==> src/rtl/pipe_buf_pkg.sv <==
// rtl/pipe_buf_pkg.sv - shared types and constants for the elastic pipeline boundary register
//
// Contents:
//   pb_state_t : buffer state; the encoding equals the number of entries held
//   NOP_INSTR  : RISC-V NOP (addi x0,x0,0), a reset value for instruction-bearing payloads
package pipe_buf_pkg;

    typedef enum logic [1:0] {
        PB_EMPTY = 2'd0,
        PB_ONE   = 2'd1,
        PB_FULL  = 2'd2
    } pb_state_t;

    localparam logic [31:0] NOP_INSTR = 32'h00000013;

endpackage

==> src/rtl/pipe_buf_perf_cnt.sv <==
// rtl/pipe_buf_perf_cnt.sv - saturating event counter
//
// Ports:
//   clk   : clock, rising edge
//   reset : asynchronous active-low reset, clears the count
//   inc   : count one event this cycle
//   cnt   : current count, sticks at all-ones
module pipe_buf_perf_cnt #(
    parameter int CNT_W = 16
) (
    input  logic             clk,
    input  logic             reset,
    input  logic             inc,
    output logic [CNT_W-1:0] cnt
);

    localparam logic [CNT_W-1:0] CNT_MAX = {CNT_W{1'b1}};
    localparam logic [CNT_W-1:0] CNT_ONE = {{(CNT_W-1){1'b0}}, 1'b1};

    always_ff @(posedge clk or negedge reset) begin
        if (!reset) begin
            cnt <= '0;
        end else if (inc && (cnt != CNT_MAX)) begin
            cnt <= cnt + CNT_ONE;
        end
    end

endmodule

==> src/rtl/pipe_buf_stage.sv <==
// rtl/pipe_buf_stage.sv - elastic pipeline boundary register with 2-entry skid buffer
//
// Optional feature macro: PIPE_BUF_PERF_CNT_EN (stall/flush performance counters).
//
// Ports:
//   clk       : clock, rising edge
//   reset     : asynchronous active-low reset
//   flush     : synchronous squash of all buffered entries (highest priority)
//   in_valid  : upstream payload valid
//   in_ready  : stage can accept; decoded from the state register only
//   in_data   : upstream payload
//   out_valid : downstream payload valid
//   out_ready : downstream accepts; low = stall
//   out_data  : payload to downstream (main register)
//   occupancy : entries held, 0..2
//   stall_cnt : cycles with in_valid & !in_ready (macro only, else 0)
//   flush_cnt : cycles with flush while non-empty (macro only, else 0)
module pipe_buf_stage
    import pipe_buf_pkg::*;
#(
    parameter int                DATA_W    = 32,
    parameter logic [DATA_W-1:0] RESET_VAL = '0,
    parameter int                CNT_W     = 16
) (
    input  logic              clk,
    input  logic              reset,
    input  logic              flush,
    input  logic              in_valid,
    output logic              in_ready,
    input  logic [DATA_W-1:0] in_data,
    output logic              out_valid,
    input  logic              out_ready,
    output logic [DATA_W-1:0] out_data,
    output logic [1:0]        occupancy,
    output logic [CNT_W-1:0]  stall_cnt,
    output logic [CNT_W-1:0]  flush_cnt
);

    pb_state_t         state, state_nxt;
    logic [DATA_W-1:0] main_q, main_d;
    logic [DATA_W-1:0] skid_q, skid_d;
    logic              in_fire, out_fire;

    // Both handshake outputs come straight from the state flops, so neither
    // depends combinationally on the neighbouring stage.
    assign in_ready  = (state != PB_FULL);
    assign out_valid = (state != PB_EMPTY);
    assign out_data  = main_q;
    assign occupancy = state;

    assign in_fire  = in_valid & in_ready;
    assign out_fire = out_valid & out_ready;

    always_ff @(posedge clk or negedge reset) begin
        if (!reset) begin
            state  <= PB_EMPTY;
            main_q <= RESET_VAL;
            skid_q <= RESET_VAL;
        end else begin
            state  <= state_nxt;
            main_q <= main_d;
            skid_q <= skid_d;
        end
    end

    always_comb begin
        state_nxt = state;
        main_d    = main_q;
        skid_d    = skid_q;
        if (flush) begin
            // Squash drops a same-cycle in_fire; a same-cycle out_fire has
            // already been taken by downstream and needs no action here.
            state_nxt = PB_EMPTY;
            main_d    = RESET_VAL;
            skid_d    = RESET_VAL;
        end else begin
            case (state)
                PB_EMPTY: begin
                    if (in_fire) begin
                        main_d    = in_data;
                        state_nxt = PB_ONE;
                    end
                end
                PB_ONE: begin
                    if (in_fire && out_fire) begin
                        main_d = in_data;
                    end else if (in_fire) begin
                        // Downstream stalled: park the new word behind main.
                        skid_d    = in_data;
                        state_nxt = PB_FULL;
                    end else if (out_fire) begin
                        state_nxt = PB_EMPTY;
                    end
                end
                PB_FULL: begin
                    if (out_fire) begin
                        main_d    = skid_q;
                        state_nxt = PB_ONE;
                    end
                end
                default: begin
                    state_nxt = PB_EMPTY;
                end
            endcase
        end
    end

`ifdef PIPE_BUF_PERF_CNT_EN
    pipe_buf_perf_cnt #(.CNT_W(CNT_W)) u_stall_cnt (
        .clk   (clk),
        .reset (reset),
        .inc   (in_valid & ~in_ready),
        .cnt   (stall_cnt)
    );

    pipe_buf_perf_cnt #(.CNT_W(CNT_W)) u_flush_cnt (
        .clk   (clk),
        .reset (reset),
        .inc   (flush & (state != PB_EMPTY)),
        .cnt   (flush_cnt)
    );
`else
    assign stall_cnt = '0;
    assign flush_cnt = '0;
`endif

endmodule

==> config.mk <==
export PLATFORM = sky130hd
export DESIGN_NAME = pipe_buf_stage
export DESIGN_NICKNAME = d
export VERILOG_FILES = /design/src/rtl/pipe_buf_pkg.sv /design/src/rtl/pipe_buf_perf_cnt.sv /design/src/rtl/pipe_buf_stage.sv
export SDC_FILE = /design/constraint.sdc
export NUM_CORES = 1
export LEC_CHECK = 0
export ABC_CLOCK_PERIOD_IN_PS = 2760
export CORE_ASPECT_RATIO = 1.4
export CORE_MARGIN = 3
export CORE_UTILIZATION = 30
export DETAILED_ROUTE_END_ITERATION = 16
export GPL_ROUTABILITY_DRIVEN = 0
export GPL_TIMING_DRIVEN = 0
export HOLD_SLACK_MARGIN = 0.03
export PLACE_DENSITY_LB_ADDON = 0.1
export SETUP_SLACK_MARGIN = 0.1
export SYNTH_ARGS = -nofsm -noshare
export SYNTH_HDL_FRONTEND = slang
export SYNTH_SLANG_ARGS = --single-unit
==> constraint.sdc <==
create_clock -name clk -period 2.76 [get_ports clk]
set_clock_uncertainty 0.1 [all_clocks]
set_input_delay 0.69 -clock clk [delete_from_list [all_inputs] [get_ports clk]]
set_output_delay 0.69 -clock clk [all_outputs]
set_load 0.01 [all_outputs]
==> results of run 1 <==
-- worst reg2reg max path, stage by stage (launching register included) --
cell      delay, ns
dfrtp_1        0.41
nor2b_2        0.17
buf_6          0.12
buf_4          0.16
o21ai_4        0.19
o211ai_4       0.15
buf_6          0.20
mux2_4         0.30
-- path summary, 6_finish.rpt --
path | from | end | cells after the start
worst min-delay path | reset | out_data[25] | 1
worst max register to register | occupancy[1] | out_data[16] | 7
worst max-delay path | occupancy[0] | out_valid | 2
min in group clk | out_data[9] | out_data[9] | 1
worst min register to register | out_data[9] | out_data[9] | 1
max in group asynchronous | reset | occupancy[0] | 1
-- flip-flops by register name (all words and copies together), names as in the netlist --
signal,flops
out_data,32
skid_q,32
occupancy,2
-- final cells by class --
| class | count | area share [%] |
|---|---|---|
| Multi-Input combinational cell | 207 | 30.14 |
| Timing Repair Buffer | 72 | 15.59 |
| Clock inverter | 2 | 0.7602 |
| Sequential cell | 66 | 35.87 |
| Tap cell | 138 | 3.747 |
| Buffer | 52 | 7.793 |
| Clock buffer | 13 | 5.865 |
| Inverter | 2 | 0.2444 |
-- through the flow --
step	utilization (%)	hold slack [ns]	instances	area, um2
floorplan	-	0.2944	327	3398
global placement	40.72	0.3873	536	4282
detailed placement	40.69	0.3906	536	4279
CTS	43.78	0.4071	552	4603
global route	43.82	0.4172	552	4608
finish	43.82	0.3794	552	4608
-- placed cells by master (no fill, tap or decap), drive strengths merged --
master | synthesis | layout
mux2 | 32 | 32
nor3 | 2 | 2
a22o | 32 | 32
o211ai | 1 | 1
buf | 45 | 47
nand2b | 3 | 3
bufinv | 0 | 1
dfrtp | 66 | 66
conb | 1 | 32
or2 | 1 | 1
inv | 2 | 1
dlymetal6s2s | 0 | 1
nand2 | 64 | 64
clkdlybuf4s50 | 0 | 69
nor2 | 2 | 2
nor2b | 2 | 2
mux2i | 1 | 1
clkinv | 0 | 1
clkinvlp | 0 | 1
a21oi | 34 | 34
o21ai | 1 | 1
clkbuf | 7 | 20
-- power breakdown --
| group | switching [mW] | total [mW] | leakage [nW] | internal, mW |
|---|---|---|---|---|
| sequential | 0.0343 | 1.06 | 0.882 | 1.03 |
| clock | 0.402 | 1.17 | 0.152 | 0.766 |
| combinational | 0.194 | 0.452 | 1.22 | 0.258 |
| total | 0.630 | 2.68 | 2.26 | 2.05 |
-- layer usage --
| layer | wire (um) | track usage [%] | part of all wire (%) | up-vias |
|---|---|---|---|---|
| met5 | 0 | 0 | 0 | - |
| met4 | 158 | 6.463 | 1.9 | 0 |
| met3 | 632 | 4.037 | 7.8 | 12 |
| met2 | 3948 | 21.70 | 49 | 91 |
| met1 | 3392 | 17.52 | 42 | 1163 |
| li1 | - | - | - | 1169 |
-- kinds of logic (layout without fill, tap and decap cells) --
| family | Yosys count | in the layout | synth area share [%] |
|---|---|---|---|
| other | 1 | 32 | 0.1143 |
| flip-flops | 66 | 66 | 50.32 |
| AO/OA/AOI/OAI | 68 | 68 | 14.87 |
| multiplexers | 33 | 33 | 14.72 |
| AND/OR/NAND/NOR | 74 | 74 | 8.998 |
| buffers and inverters | 54 | 141 | 10.98 |
-- timing repair --
action / CTS / global route
endpoints found under the hold margin: 0 / 0
pin swaps: 0 / 0
endpoints found under the setup margin: 1 / 1
setup buffers: 1 / 0
gates cloned: 0 / 0
gates resized for setup: 4 / 2
==> flow_summary.toml, run 1 <==
[outcome]
status = "finished, final reports clean"

[worst_setup_path]
startpoint_type = "flop"
required_ns = 1.97
critPathBufInv = 1
worstPathCellList = "or2_2 > clkdlybuf4s50_1"
crit_fanout = 7
timing.critical_path.slowest_stage_cell = "clkdlybuf4s50_1"
r2r_setup_slack_ns = 0.83
path_class = "reg2out"
cp_top_family = "buffers and inverters"
slowest_delay_ns = 0.48
critical_path_arrival_ns = 1.56
endpoint_kind = "output port"

[synthesis]
synth.most_common_cell = "dfrtp_1"
synth_edf_count = 0
synth_cells = 296
synth_common_cells = "dfrtp_1 (66), nand2_1 (64), a21oi_1 (34)"
yosysSeqAreaShare_pct = 50.32
syn_avg_cell_area_um2 = 11.09
synth_flop_cell = "dfrtp_1"
ys_ff_latch = 66
netlist.area_leader.share_pct = 50.32
async_reset_ff_share_pct = 100.0
yosys.area.top_type = "dfrtp_1"
synth_area_leaders = "dfrtp_1 (50%), mux2_4 (14%), a22o_1 (8.5%), buf_4 (7.3%), nand2_1 (7.3%)"
synthDistinctLibCells = 21
yosys_warnings = 0
syn_area_um2 = 3282

[clock_network]
cts.sinks = 66
clock-root-buffer = "clkbuf_16"
cts_tree = "done"
cts_buffers = 9
ctsHoldBuffers = 0
clk_pin_slew_ns = 0.06
cts_htree_levels = 3
clockBufferDepth = 2
clk_latency_ns = 0.33

[final_layout]
final_net_count = 447
seq_area_um2 = 1653
multi_input_area_um2 = 1389
final.fill_count = 1027
n_antenna_cell = 0
drive_gt1_share_pct = 23.19
area_growth_pct = 40.41

[drt]
drt_iter0_drc = 85
wl_per_cell_um = 14.73
drc_errors = 0
via_per_inst = 4.411
wirelength_um = 8132
postRouteAntennaNets = 0
vias = 2435
dr.pass1.iters = 4

[timing]
max_freq_ghz = 0.4264
rsz0062_at_grt = "false"
worstMarginPinSlew_ns = 0.8618
setup_violations = 0
finalSetupTns_ns = 0
min_period_ns = 2.345
max_slew_margin_pct = 42.55
hold_violations = 0
final.period_utilization_pct = 84.97
drv_slew = 0
setup_ws_ns = 0.4148

[global_route]
grt_pass1_wl_um = 12790
grt_antenna_before_repair = 0
gr-total-overflow = 0
grt_max_degree = 67
grt_pass1_vias = 2396
grt_usage_pct = 13.82

[power]
leakage_nw = 2.258
finalPower_mw = 2.681
peakVddDrop_v = 0.0002789
p_per_area_nw_per_um2 = 581.9

[placement]
post-dp-hpwl_um = 5387
port_buffers = 71
post-place-ws_ns = 0.05504

[floorplan]
coreArea_um2 = 10520
fp.dieH_um = 129.8
rows = 44
die_w_um = 94.40
initial_core_util_pct = 31.21
dieArea_um2 = 12250
io_pins = 105

[worst_hold_path]
hp-class = "in2async"

[job]
max_cap_viol_count = 0
Power figures use the tool's default switching activity.
==> inputs of run 2 (changes only) <==
--- a/config.mk
+++ b/config.mk
@@ -5,7 +5,7 @@
 export SDC_FILE = /design/constraint.sdc
 export NUM_CORES = 1
 export LEC_CHECK = 0
-export ABC_CLOCK_PERIOD_IN_PS = 2760
+export ABC_CLOCK_PERIOD_IN_PS = 2050
 export CORE_ASPECT_RATIO = 1.4
 export CORE_MARGIN = 3
 export CORE_UTILIZATION = 30
==> constraint.sdc (replaced) <==
create_clock -name clk -period 2.05 [get_ports clk]
set_clock_uncertainty 0.1 [all_clocks]
set_input_delay 0.5125 -clock clk [delete_from_list [all_inputs] [get_ports clk]]
set_output_delay 0.5125 -clock clk [all_outputs]
set_load 0.01 [all_outputs]
==> run 2 against run 1 <==
Net effect: sequential share of layout area down 0.94 points; largest power group unchanged; non-clock buffer count up 7; clock power grew 34%; global-route usage is 0.18 points higher; die area is the same.
==> flow_summary.toml, run 2 (synthesis results as in run 1) <==
[power]
finalPower_mw = 3.642
leakage_nw = 2.367
peakVddDrop_v = 0.0003803
p_per_area_nw_per_um2 = 769.7

[worst_setup_path]
endpoint_kind = "output port"
crit_fanout = 2
required_ns = 1.44
timing.critical_path.slowest_stage_cell = "dfrtp_2"
r2r_setup_slack_ns = 0.16
reg2reg_to = "out_data[16]"
cp_top_family = "buffers and inverters"
slowest_delay_ns = 0.41
crit_end = "in_ready"
reg2reg_from = "occupancy[1]"
path_class = "reg2out"
critical_path_arrival_ns = 1.31
crit_start = "occupancy[0]"
worstPathCellList = "nor2b_2 > buf_6 > clkinvlp_4 > buf_6 > buf_2"
startpoint_type = "flop"
critPathBufInv = 4
reg2reg_depth = 8
cpMostUsedCell = "buf_6"
cp.depth = 5

[clock_network]
cts_buffers = 9
clockBufferDepth = 2
ctsHoldBuffers = 0
clock-root-buffer = "clkbuf_16"
cts.sinks = 66
cts_tree = "done"
clk_pin_slew_ns = 0.05
clk_latency_ns = 0.33
cts_htree_levels = 3

[floorplan]
io_pins = 105
rows = 44
fp.dieH_um = 129.8
coreArea_um2 = 10520
initial_core_util_pct = 31.21
dieArea_um2 = 12250
die_w_um = 94.40

[drt]
drt_iter0_drc = 75
wirelength_um = 8277
via_per_inst = 4.438
vias = 2481
drc_errors = 0
postRouteAntennaNets = 0
wl_per_cell_um = 14.81
dr.pass1.iters = 4

[final_layout]
area_growth_pct = 44.19
n_antenna_cell = 0
layout_common_cells = "clkdlybuf4s50_1 (65), dfrtp_1 (65), nand2_1 (64), buf_4 (40), a21oi_1 (34)"
drive_gt1_share_pct = 27.55
final_net_count = 454
final_util_pct = 45.00

[job]
max_cap_viol_count = 0

[global_route]
grt_usage_pct = 14.00
grt_pass1_vias = 2444
grt_antenna_before_repair = 0
grt_pass1_wl_um = 12950
grt_max_degree = 67
gr-total-overflow = 0

[timing]
final.period_utilization_pct = 93.92
drv_slew = 0
rsz0062_at_grt = "true"
hold_violations = 0
max_slew_margin_pct = 42.11
min_period_ns = 1.925
setup_violations = 0
max_freq_ghz = 0.5194
finalSetupTns_ns = 0
worstMarginPinSlew_ns = 0.8683

[outcome]
status = "finished, final reports clean"

[worst_hold_path]
hp-class = "in2async"

[placement]
post-dp-hpwl_um = 5387
port_buffers = 71
-- run 2: cell count changes in the layout (fill, tap and decap cells not counted), moves of 4 or more --
| cell | previous run | this run |
|---|---|---|
| buf_2 | 5 | 9 |
| clkdlybuf4s50_1 | 69 | 65 |
| clkbuf_1 | 8 | 2 |
| buf_12 | 0 | 4 |
| buf_4 | 34 | 40 |
-- run 2: repair_timing --
item	CTS	global route
setup buffers	7	1
endpoints found under the setup margin	63	65
pin swaps	1	1
gates resized for setup	25	18
-- run 2: power by group --
group / internal, mW / leakage [nW] / switching [mW]
registers: 1.38 / 0.882 / 0.0430
clock network: 1.03 / 0.152 / 0.540
logic: 0.371 / 1.33 / 0.274
-- run 2: per-stage QoR --
stage	instance area [um2]	cells	setup WS, ns	hold WS (ns)
after global routing	4732	559	0.05706	0.2711
final	4732	559	0.1246	0.2024
after global placement	4282	536	-2.064	0.3873
after detailed placement	4279	536	-0.4775	0.3906
after CTS	4698	558	0.03576	0.2398
after floorplan	3398	327	0.3373	0.1169
-- run 2: final cells by class --
type	instances	area [um2]
fillers	1014	5783
flip-flops and latches	66	1653
multi-input cells	207	1420
repair buffers	79	774.5
plain buffers	52	395.4
clock buffers	13	270.3
well taps	138	172.7
clock inverters	2	35.03
inverters	2	11.26
-- run 2: worst min-delay path by stage --
stage / to / cells past startpoint / startpoint / slack (ns)
5_1_grt: out_data[29] / 1 / reset / 0.27
3_5_place_dp: out_data[9] / 1 / out_data[9] / 0.39
2_1_floorplan: occupancy[0] / 0 / reset / 0.12
6_report: out_data[27] / 1 / reset / 0.20
3_3_place_gp: skid_q[25] / 1 / skid_q[25] / 0.39
4_1_cts: out_data[23] / 1 / reset / 0.24
-- run 2: routing by layer --
metal / track usage, % / vias to the layer above / wire length, um
met4: 6.463 / 0 / 158
met2: 22.32 / 85 / 4049
met1: 17.52 / 1199 / 3458
met3: 4.037 / 11 / 610
met5: 0 / - / 0
li1: - / 1186 / -
==> inputs of run 3 (changes only) <==
--- a/config.mk
+++ b/config.mk
@@ -6,7 +6,6 @@
 export NUM_CORES = 1
 export LEC_CHECK = 0
 export ABC_CLOCK_PERIOD_IN_PS = 2050
-export CORE_ASPECT_RATIO = 1.4
 export CORE_MARGIN = 3
 export CORE_UTILIZATION = 30
 export DETAILED_ROUTE_END_ITERATION = 16
==> run 3 against run 2 <==
Net effect: cell count down 0.72%; final area down 2.6%; power down 13%; critical path type unchanged; die area down 0.15%; combinational power down 0.8%; core utilization down 0.97 points; clock-buffer cell count down 2; register-to-register slack worse by 0.02 ns; sequential power about the same.
==> flow_summary.toml, run 3 (synthesis results as in run 1) <==
[timing]
worstMarginPinSlew_ns = 0.8459
setup_violations = 0
max_slew_margin_pct = 43.61
min_period_ns = 1.938
final.period_utilization_pct = 94.52
drv_slew = 0
hold_violations = 0
max_freq_ghz = 0.5161
rsz0062_at_grt = "true"

[power]
leakage_nw = 2.312
peakVddDrop_v = 0.0003307
p_per_area_nw_per_um2 = 685.3

[floorplan]
dieArea_um2 = 12230
die_w_um = 110.6
io_pins = 105
coreArea_um2 = 10460
initial_core_util_pct = 31.37
rows = 37
fp.dieH_um = 110.6

[global_route]
grt_pass1_vias = 2485
gr-total-overflow = 0
grt_max_degree = 67
grt_pass1_wl_um = 13120
grt_antenna_before_repair = 0
grt_usage_pct = 13.26

[placement]
post-dp-hpwl_um = 5190
place_area_um2 = 4277
port_buffers = 71

[clock_network]
cts_tree = "done"
clockBufferDepth = 2
cts_htree_levels = 3
clk_pin_slew_ns = 0.07
cts.sinks = 66
clock-root-buffer = "clkbuf_8"
clk_latency_ns = 0.34
cts_buffers = 9

[worst_setup_path]
timing.critical_path.slowest_stage_cell = "dfrtp_1"
startpoint_type = "flop"
crit_fanout = 9
worstPathCellList = "nor2b_2 > buf_6 > inv_4 > buf_8 > buf_2"
required_ns = 1.44
endpoint_kind = "output port"
path_class = "reg2out"
critical_path_arrival_ns = 1.33
slowest_delay_ns = 0.38

[final_layout]
final_util_pct = 44.03
final_net_count = 453
final_area_um2 = 4607
area_growth_pct = 40.37
layout_common_cells = "clkdlybuf4s50_1 (65), dfrtp_1 (65), nand2_1 (64), buf_4 (39), a21oi_1 (34)"
seq_area_um2 = 1653
multi_input_area_um2 = 1413
drive_gt1_share_pct = 26.97
n_antenna_cell = 0
final.fill_count = 1017

[drt]
wl_per_cell_um = 14.37
wirelength_um = 7977
via_per_inst = 4.391
postRouteAntennaNets = 0
dr.pass1.iters = 4
drc_errors = 0
drt_iter0_drc = 61
vias = 2437

[outcome]
status = "finished, final reports clean"

[job]
max_cap_viol_count = 0

[worst_hold_path]
hp-class = "in2async"
run 3: cell types whose count changed in the layout (fill, tap and decap cells not counted), moves of 2 or more:
cell	previous run	this run
buf_2	9	7
clkbuf_8	3	11
clkbuf_16	9	0
clkbuf_4	1	3
run 3: per-stage QoR:
stage	hold WS (ns)	setup slack (ns)	std cells	power (mW)	setup TNS, ns
final	0.1926	0.1122	555	3.157	0
after global routing	0.2519	0.06864	555	3.324	0
after CTS	0.2240	0.06818	552	3.186	0
after detailed placement	0.3913	-0.4295	534	2.060	-21.40
after global placement	0.3871	-2.094	534	2.060	-159.22
after floorplan	0.1169	0.3373	327	1.772	0
run 3: area by class of cell:
cell class | instances | share of cell area [%]
inverters | 2 | 0.2173
clock inverters | 3 | 0.8691
flip-flops and latches | 66 | 35.88
repair buffers | 78 | 16.65
clock buffers | 11 | 3.286
plain buffers | 52 | 8.745
well taps | 136 | 3.694
multi-input cells | 207 | 30.66
run 3: worst max-delay path: cells and delay by family, from the launching register on:
kind / cells / cell delay [ns]
buffers and inverters: 4 / 0.46
flip-flops: 1 / 0.38
AND/OR/NAND/NOR: 1 / 0.15
run 3: layer usage:
layer  GRT usage (%)  up-vias  share of wire (%)  routed length [um]
li1                -     1185                  -                   -
met1           18.24     1156                 48                3801
met2           20.19       85                 45                3572
met3           3.452       11                6.0                 481
met4           4.598        0                1.5                 122
met5               0        -                  0                   0
run 3: where the power goes:
part	total, mW	switching, mW	internal [mW]
clock	1.09	0.483	0.611
sequential	1.42	0.0436	1.38
combinational	0.640	0.269	0.371
run 3: timing repair:
item,4_1_cts,5_1_grt
setup endpoints to repair,63,56
hold buffers,0,0
hold endpoints to repair,0,0
pin swaps,0,1
setup buffers,4,3
resized for setup,19,24
run 3: worst paths after layout:
path,startpoint,endpoint,slack [ns],cells after the start
min in group clk,skid_q[13],skid_q[13],0.41,1
setup / recovery,occupancy[1],in_ready,0.11,5
setup reg to reg,occupancy[1],out_data[9],0.14,8
hold / removal,reset,occupancy[1],0.19,1
max in group asynchronous,reset,occupancy[0],1.09,1
hold reg to reg,skid_q[13],skid_q[13],0.41,1
